===== src/rtl/mbc_control_unit.sv =====
// Timing and control sequencer for the 16-bit basic computer.
// Decodes state, sequence counter, latched opcode and indirect bit into datapath strobes.
module mbc_control_unit #(
    parameter int W   = 16,
    parameter int SCW = 3
) (
    input  logic           clk,
    input  logic           reset,
    input  logic           start,
    input  logic [W-1:0]   ir,
    input  logic           ac_zero,
    input  logic           ac_sign,
    input  logic           dr_zero,
    output logic           ar_ld,
    output logic           pc_ld,
    output logic           dr_ld,
    output logic           ac_ld,
    output logic           ir_ld,
    output logic           tr_ld,
    output logic           ar_inc,
    output logic           pc_inc,
    output logic           dr_inc,
    output logic           ac_inc,
    output logic           ac_clr,
    output logic           mem_rd,
    output logic           mem_wr,
    output logic [2:0]     bus_sel,
    output logic [1:0]     alu_op,
    output logic [SCW-1:0] sc,
    output logic           i_ff,
    output logic           halted
);

    typedef enum logic [1:0] {IDLE, RUN, HALT} state_t;

    state_t         state_q;
    logic [SCW-1:0] sc_q, sc_d;
    logic           i_ff_q;
    logic [2:0]     opcode_q;
    logic           halted_q;
    logic           sc_clr;
    logic           halt_req;
    logic           unusedIrBits;

    // Register-reference bits with no defined operation are decoded as NOP.
    assign unusedIrBits = ^{ir[10], ir[8:6], ir[1]};

    assign sc     = sc_q;
    assign i_ff   = i_ff_q;
    assign halted = halted_q;
    assign sc_d   = sc_clr ? '0 : sc_q + SCW'(1);

    always_comb begin
        ar_ld    = 1'b0;
        pc_ld    = 1'b0;
        dr_ld    = 1'b0;
        ac_ld    = 1'b0;
        ir_ld    = 1'b0;
        tr_ld    = 1'b0;
        ar_inc   = 1'b0;
        pc_inc   = 1'b0;
        dr_inc   = 1'b0;
        ac_inc   = 1'b0;
        ac_clr   = 1'b0;
        mem_rd   = 1'b0;
        mem_wr   = 1'b0;
        bus_sel  = 3'd0;
        alu_op   = 2'd0;
        sc_clr   = 1'b0;
        halt_req = 1'b0;
        if (reset && state_q == RUN) begin
            case (sc_q)
                SCW'(0): begin bus_sel = 3'd2; ar_ld = 1'b1; end
                SCW'(1): begin bus_sel = 3'd7; mem_rd = 1'b1; ir_ld = 1'b1; pc_inc = 1'b1; end
                SCW'(2): begin bus_sel = 3'd5; ar_ld = 1'b1; end
                SCW'(3): begin
                    if (opcode_q != 3'd7) begin
                        if (i_ff_q) begin bus_sel = 3'd7; mem_rd = 1'b1; ar_ld = 1'b1; end
                    end else begin
                        sc_clr = 1'b1;
                        // Priority chain: only the highest-order supported bit acts.
                        if (!i_ff_q) begin
                            if (ir[11])     ac_clr = 1'b1;
                            else if (ir[9]) begin ac_ld = 1'b1; alu_op = 2'd3; end
                            else if (ir[5]) ac_inc = 1'b1;
                            else if (ir[4]) pc_inc = !ac_sign;
                            else if (ir[3]) pc_inc = ac_sign;
                            else if (ir[2]) pc_inc = ac_zero;
                            else if (ir[0]) halt_req = 1'b1;
                        end
                    end
                end
                SCW'(4): begin
                    case (opcode_q)
                        3'd0, 3'd1, 3'd2, 3'd6: begin bus_sel = 3'd7; mem_rd = 1'b1; dr_ld = 1'b1; end
                        3'd3: begin bus_sel = 3'd4; mem_wr = 1'b1; sc_clr = 1'b1; end
                        3'd4: begin bus_sel = 3'd1; pc_ld = 1'b1; sc_clr = 1'b1; end
                        3'd5: begin bus_sel = 3'd2; mem_wr = 1'b1; ar_inc = 1'b1; end
                        default: sc_clr = 1'b1;
                    endcase
                end
                SCW'(5): begin
                    case (opcode_q)
                        3'd0: begin ac_ld = 1'b1; alu_op = 2'd1; sc_clr = 1'b1; end
                        3'd1: begin ac_ld = 1'b1; alu_op = 2'd2; sc_clr = 1'b1; end
                        3'd2: begin ac_ld = 1'b1; alu_op = 2'd0; sc_clr = 1'b1; end
                        3'd5: begin bus_sel = 3'd1; pc_ld = 1'b1; sc_clr = 1'b1; end
                        3'd6: dr_inc = 1'b1;
                        default: sc_clr = 1'b1;
                    endcase
                end
                SCW'(6): begin
                    sc_clr = 1'b1;
                    if (opcode_q == 3'd6) begin
                        bus_sel = 3'd3;
                        mem_wr  = 1'b1;
                        pc_inc  = dr_zero;
                    end
                end
                default: sc_clr = 1'b1;
            endcase
        end
    end

    // Run-state sequencing; opcode and indirect bit are captured at T2.
    always_ff @(posedge clk) begin
        if (!reset) begin
            state_q  <= IDLE;
            sc_q     <= '0;
            i_ff_q   <= 1'b0;
            opcode_q <= 3'd0;
            halted_q <= 1'b0;
        end else begin
            case (state_q)
                IDLE: begin
                    if (start) begin
                        state_q <= RUN;
                        sc_q    <= '0;
                    end
                end
                RUN: begin
                    if (halt_req) begin
                        state_q  <= HALT;
                        sc_q     <= '0;
                        halted_q <= 1'b1;
                    end else begin
                        sc_q <= sc_d;
                    end
                    if (sc_q == SCW'(2)) begin
                        i_ff_q   <= ir[W-1];
                        opcode_q <= ir[W-2:W-4];
                    end
                end
                HALT: begin
                    if (start) begin
                        state_q  <= RUN;
                        sc_q     <= '0;
                        halted_q <= 1'b0;
                    end
                end
                default: state_q <= IDLE;
            endcase
        end
    end

endmodule


===== config.mk =====
export PLATFORM = sky130hd
export DESIGN_NAME = mbc_control_unit
export DESIGN_NICKNAME = d
export VERILOG_FILES = /design/src/rtl/mbc_control_unit.sv
export SDC_FILE = /design/constraint.sdc
export NUM_CORES = 1
export LEC_CHECK = 0
export CORE_MARGIN = 4
export CORE_UTILIZATION = 44
export CTS_CLUSTER_SIZE = 8
export DETAILED_ROUTE_END_ITERATION = 8
export GPL_TIMING_DRIVEN = 0
export PLACE_DENSITY = 0.89
export SLEW_MARGIN = 20
export SYNTH_ARGS = -nofsm -noshare
export SYNTH_HDL_FRONTEND = slang
export SYNTH_SLANG_ARGS = --single-unit

===== constraint.sdc =====
create_clock -name clk -period 3.6 [get_ports clk]
set_clock_uncertainty 0.05 [all_clocks]
set_input_delay 0.72 -clock clk [delete_from_list [all_inputs] [get_ports clk]]
set_output_delay 0.72 -clock clk [all_outputs]
set_load 0.05 [all_outputs]

Word-level counts from Yosys, hierarchy flattened:

Index checks and enable logic that the tools add are counted.

* $add $sub $neg: 1
* equal/unequal tests: 18
* muxes and demuxes: 93
* reductions and logical operators: 18

Operator list (count)
* $mux 1: 65
* $pmux 3 s7: 1
* $eq 3x3->1 const B: 6
* $mux 3: 6
* $mux 2: 8
* $eq 3x2->1 const B: 4
* $pmux 2 s2: 3
* $pmux 3 s4: 1
* $pmux 1 s2: 5
* $eq 3x1->1 const B: 2
* $logic_not 3->1: 2
* $pmux 1 s3: 2
* $pmux 3 s2: 1
* $reduce_and 2->1: 3
* $reduce_or 2->1: 3
* $reduce_or 3->1: 2
* $reduce_or 5->1: 1
* $ne 2x2->1 const B: 2
* $pmux 1 s4: 1
* $reduce_bool 2->1: 2
* $reduce_or 4->1: 1
* $add 3x1->3 const B: 1
* $ne 3x3->1 const B: 1
* $reduce_and 3->1: 1
* other kinds (6): 6

* flip-flop bits (word level): 10
* input port bits: 22
* output and inout port bits: 23

Longest topological paths before layout:

* depth in word-level cells: 13
* gate-level depth with buffers: 7
* mapped depth without buffers: 6

Worst setup path after synthesis:

OpenSTA, ideal clock, no wires.

* path type: register to output
* start point: reg sc_q[1] (netlist: sc[1])
* end point: out pc_inc
* arrival: 2.821 ns
* data required time: 2.830 ns
* slack: 0.009 ns
* stages on the path, launching flop included: 7
* path buffers: 0
* cell sequence: dfxtp_1 -> ha_1 -> ha_1 -> nand4_2 -> nor2_1 -> nand4_1 -> a211oi_1

* longest elaborated chain between the ends: 3

Ends and longest elaborated chain
* start, declared: line 37 `logic [SCW-1:0] sc_q, sc_d;`
* start signal, assigned: line 129 `sc_q <= '0;`
* start signal, assigned: line 138 `sc_q <= '0;`
* start signal, assigned: line 144 `sc_q <= '0;`
* $eq 3x3->1 (tied with other cells): line 72 `case (sc_q)`
* $pmux 1 s3 *: line 72
* $mux 1 *: line 71 `if (reset && state_q == RUN) begin`
* end, declared: line 21 `output logic pc_inc,`

Mark *: on every way between the ends. The rest lies on a longest branch, timed or not.

Final worst setup path:

* start point: reg sc_q[1] (netlist: sc[1])
* end point: out bus_sel[0]

* longest elaborated chain between the ends: 3

Ends and longest elaborated chain
* $eq 3x3->1 (tied with other cells): line 72
* $pmux 3 s7 *: line 72
* $mux 3 *: line 71
* end, declared: line 27 `output logic [2:0] bus_sel,`

Marked as above.

==> summary.md <==
The worst-case vdd ir drop is 0.255 mV, and the number of H-tree levels is 1. The count of final max-slew check failures was 0. Traced cell by cell, the critical path runs through ha_1 > ha_1 > nand3_1 > o21a_1 > a31oi_1 > clkdlybuf4s50_1. For the via count of the first global-routing pass, the log shows 1118. Summed over all nets, wire length on met2 after detailed routing comes to 1.44 mm. The worst hold path belongs to the class flop to flop. Endpoint of the worst register-to-register path: sc[0].

The transition time at the pin with the least slew margin is 0.516 ns. In this run the horizontal extent of the chip is 55.3 microns. The worst setup path is launched from a flop. The data required time of the worst path was 2.83 ns; the largest net degree at the start of global routing was 11. The number of detailed-route iterations in the first pass came out at 4.

The met3 routed wirelength is 183 microns. 0 antenna diodes ended up in the layout. Worst stage delay on the critical path: 0.82 ns. Number of top-level pins: 45. The total buffers and inverters traversed by the critical path was 1. Counting every sink on the clock net gives 10. Of the cells placed in the final design, the portion with a size suffix greater than 1 is 14.1%. Summing every instance area after synthesis gives 985 sq um. The routed layout has 1098 vias.

Ranked by total cell area, the synthesized netlist is headed by sky130_fd_sc_hd__dfxtp_1 20%, sky130_fd_sc_hd__ha_1 6.4%, sky130_fd_sc_hd__a21oi_1 5.1%. Launching point of the worst reg2reg path: sc[1]. In this run the most critical hold path is launched from i_ff. The cell with the most instances after synthesis was sky130_fd_sc_hd__nand2_1. The logs give 198 for the net total in the final layout and 0 for the number of warnings issued by yosys. The die area is 3060 sq um, and the maximum fanout encountered on the critical timing path is 7.

The number of cells on the worst reg-to-reg path is 7. The logs give 2 for the maximum buffer depth of the clock tree and 29 for the number of DRC violations after detailed-routing iteration 0. The critical path class is flop to output port.

The number of antenna violations at the first check in global routing came out at 0. The detailed-routing wirelength on met1 is 1.18 mm, and the area of all placed cells without fillers is 1440 sq um. The share of the Yosys chip area taken by registers is 20.3%.

The flow ran to the end, and the final reports show no timing, DRC or antenna violations. In the routed design, unresolved DRC markers number 0. The sum of routed wire length over all layers was 2.81 mm.

The cell type contributing the most total cell area after synthesis was sky130_fd_sc_hd__dfxtp_1. End of the worst hold path: i_ff. The logs give 0 for the hold violation count in the final report and 4.97 mm for the wire length of the first global-routing pass.

For this run, the total global-route usage over all layers was measured as 19.4%. Before CTS, the worst setup slack after placement is 0.172 ns. The average footprint of a synthesized cell was 7.63 sq um. The congestion estimate from routability-driven global placement came to 0.937. Counting every instance in the synthesized netlist gives 129. The primary flip-flop cell chosen by synthesis mapping is sky130_fd_sc_hd__dfxtp_1. Subtracting the final worst setup slack from the clock period gives 3.43 ns.

The count of cells along the worst hold path came out at 2. On the critical path, the stage with the largest delay is an instance of sky130_fd_sc_hd__clkdlybuf4s50_1. After synthesis, the largest area contributor takes up 20.3% of total cell area. The total of hold buffers inserted after clock tree synthesis came out at 0. Setup repair after global routing left no endpoint under its margin. The total negative slack was 0 ns.

Setup violations remaining at the end of the flow were counted as 0. CTS placed an instance of sky130_fd_sc_hd__clkbuf_4 at the clock tree root. The clock transition time at the flip-flop clock pins of the worst setup and hold paths came out at 0.07 ns. In the synthesized netlist the async set-or-reset flop fraction comes to 0%. The number of rows in the core area was 16; the relative slew slack was 65.5%. The worst setup path is captured at an output port. The highest metal layer carrying signal wires in the routed design is met4. The final worst-path setup slack was 0.165 ns; the height of the die was 55.3 microns. Family with the most delay on the worst path: buffers and inverters.

The share of the clock period used by the worst path came out at 95.4%. The design draws 0.330 mW. The TritonCTS buffer count was 3.

The most frequent cell on the critical path was sky130_fd_sc_hd__ha_1. For the clock latency on the worst-skew pair, the log shows 0.27 ns. For this run, the top clock speed supported by timing is 291 MHz. When the netlist entered floorplanning its net count stood at 156.

Yosys mapped a number of flops with a built-in enable equal to 0. The remaining antenna violation count was 0. After detailed routing, the average wire length per cell comes to 14.2 microns. The tools report the half-perimeter wire length after detailed placement as 2.25 mm. The count of buffers added on input and output ports is 37. STA puts the critical path data arrival time at 2.66 ns. In the synthesized netlist, the cells that appear most often are 11 x sky130_fd_sc_hd__nand2_1, 10 x sky130_fd_sc_hd__a21oi_1, 10 x sky130_fd_sc_hd__dfxtp_1. Using the TritonRoute via totals, the vias-per-cell ratio works out to 5.57.

Summed over all layers, the global routing overflow is 0. Across the run, the number of max-cap violations was 0. In this run, synthesis produced a sequential element count of 10. In this run the static leakage power is 0.592 nW. The post-detailed-placement cell area came out at 1390 sq um. After synthesis, the netlist uses 47 different library cells.

Initial core utilization: 48.2%. The area growth from synthesis to layout is 46.1%. The areal power density over the cells is 230 nW/um^2. The total area inside the core boundary comes to 2040 sq um.

The register-to-register path setup slack is 1.67 ns. TritonCTS built the clock tree.
kinds of logic (layout without fill, tap and decap cells):
family,after synthesis,count (layout),share of synthesized area (%)
fa+ha+maj,5,5,6.35
simple gates,57,57,34.3
flops,10,10,20.3
buf+inv,17,58,9.53
other cells,1,1,0.381
mux,5,5,5.08
compound gates,34,34,24.0
worst reg2reg max path, cell delays in order, from the launching register on:
cell,delay (ns)
sky130_fd_sc_hd__dfxtp_1,0.50
sky130_fd_sc_hd__inv_1,0.16
sky130_fd_sc_hd__ha_1,0.22
sky130_fd_sc_hd__buf_2,0.18
sky130_fd_sc_hd__a211o_1,0.31
sky130_fd_sc_hd__o311ai_4,0.09
sky130_fd_sc_hd__nand4_2,0.18
sky130_fd_sc_hd__mux2i_1,0.17
power by group:
group / switching [mW] / leakage [nW] / internal (mW)
Clock: 0.0405 / 0.0210 / 0.0615
Sequential: 0.00513 / 0.0811 / 0.114
Combinational: 0.0617 / 0.490 / 0.0472
Total: 0.107 / 0.592 / 0.223
stage by stage:
step                      utilization, %  hold WS [ns]  std cells
after global routing                70.5         0.600        197
final                               70.5         0.540        197
after CTS                           69.7         0.543        197
after floorplan                        -         0.530        129
after global placement              68.0         0.513        193
after detailed placement            68.0         0.533        193
routing by layer:
layer | vias to the layer above | track usage (%)
li1 | 552 | -
met1 | 504 | 22.5
met2 | 40 | 34.3
met3 | 2 | 6.99
met4 | 0 | 3.13
met5 | - | 0
flip-flops by register name, indices dropped and copies added (netlist names):
register  flops
halted        1
opcode_q      3
sc            3
i_ff          1
state_q       2
area by class of cell:
class	count	area, sq um
plain buffers	9	63.8
clock buffers	4	36.3
fillers	172	603
inverters	8	30.0
multi-input cells	102	698
flip-flops and latches	10	200
well taps	27	33.8
repair buffers	37	377
worst max path at each step:
stage,startpoint,endpoint,cells past startpoint
6_report,sc[1],bus_sel[0],6
5_1_grt,sc[1],ac_inc,6
4_1_cts,sc[1],alu_op[0],7
3_5_place_dp,ir[9],pc_inc,5
3_3_place_gp,ir[9],pc_inc,5
2_1_floorplan,sc[1],pc_inc,6
cells in the final DEF, fill, tap and decap left out, types with 6 or more instances in the layout:
| cell | count |
|---|---|
| sky130_fd_sc_hd__nand2_1 | 11 |
| sky130_fd_sc_hd__clkdlybuf4s50_1 | 33 |
| sky130_fd_sc_hd__inv_1 | 6 |
| sky130_fd_sc_hd__nand3_1 | 8 |
| sky130_fd_sc_hd__nor2_1 | 8 |
| sky130_fd_sc_hd__a21oi_1 | 10 |
| sky130_fd_sc_hd__o21ai_0 | 6 |
| sky130_fd_sc_hd__nor2b_1 | 6 |
| sky130_fd_sc_hd__dfxtp_1 | 10 |
timing repair:
action,4_1_cts,5_1_grt
endpoints found under the setup margin,1,6
pin swaps,0,0
buffers inserted,0,0
gates resized for setup,1,4
endpoints found under the hold margin,0,0
(Power assumes the default switching activity.)
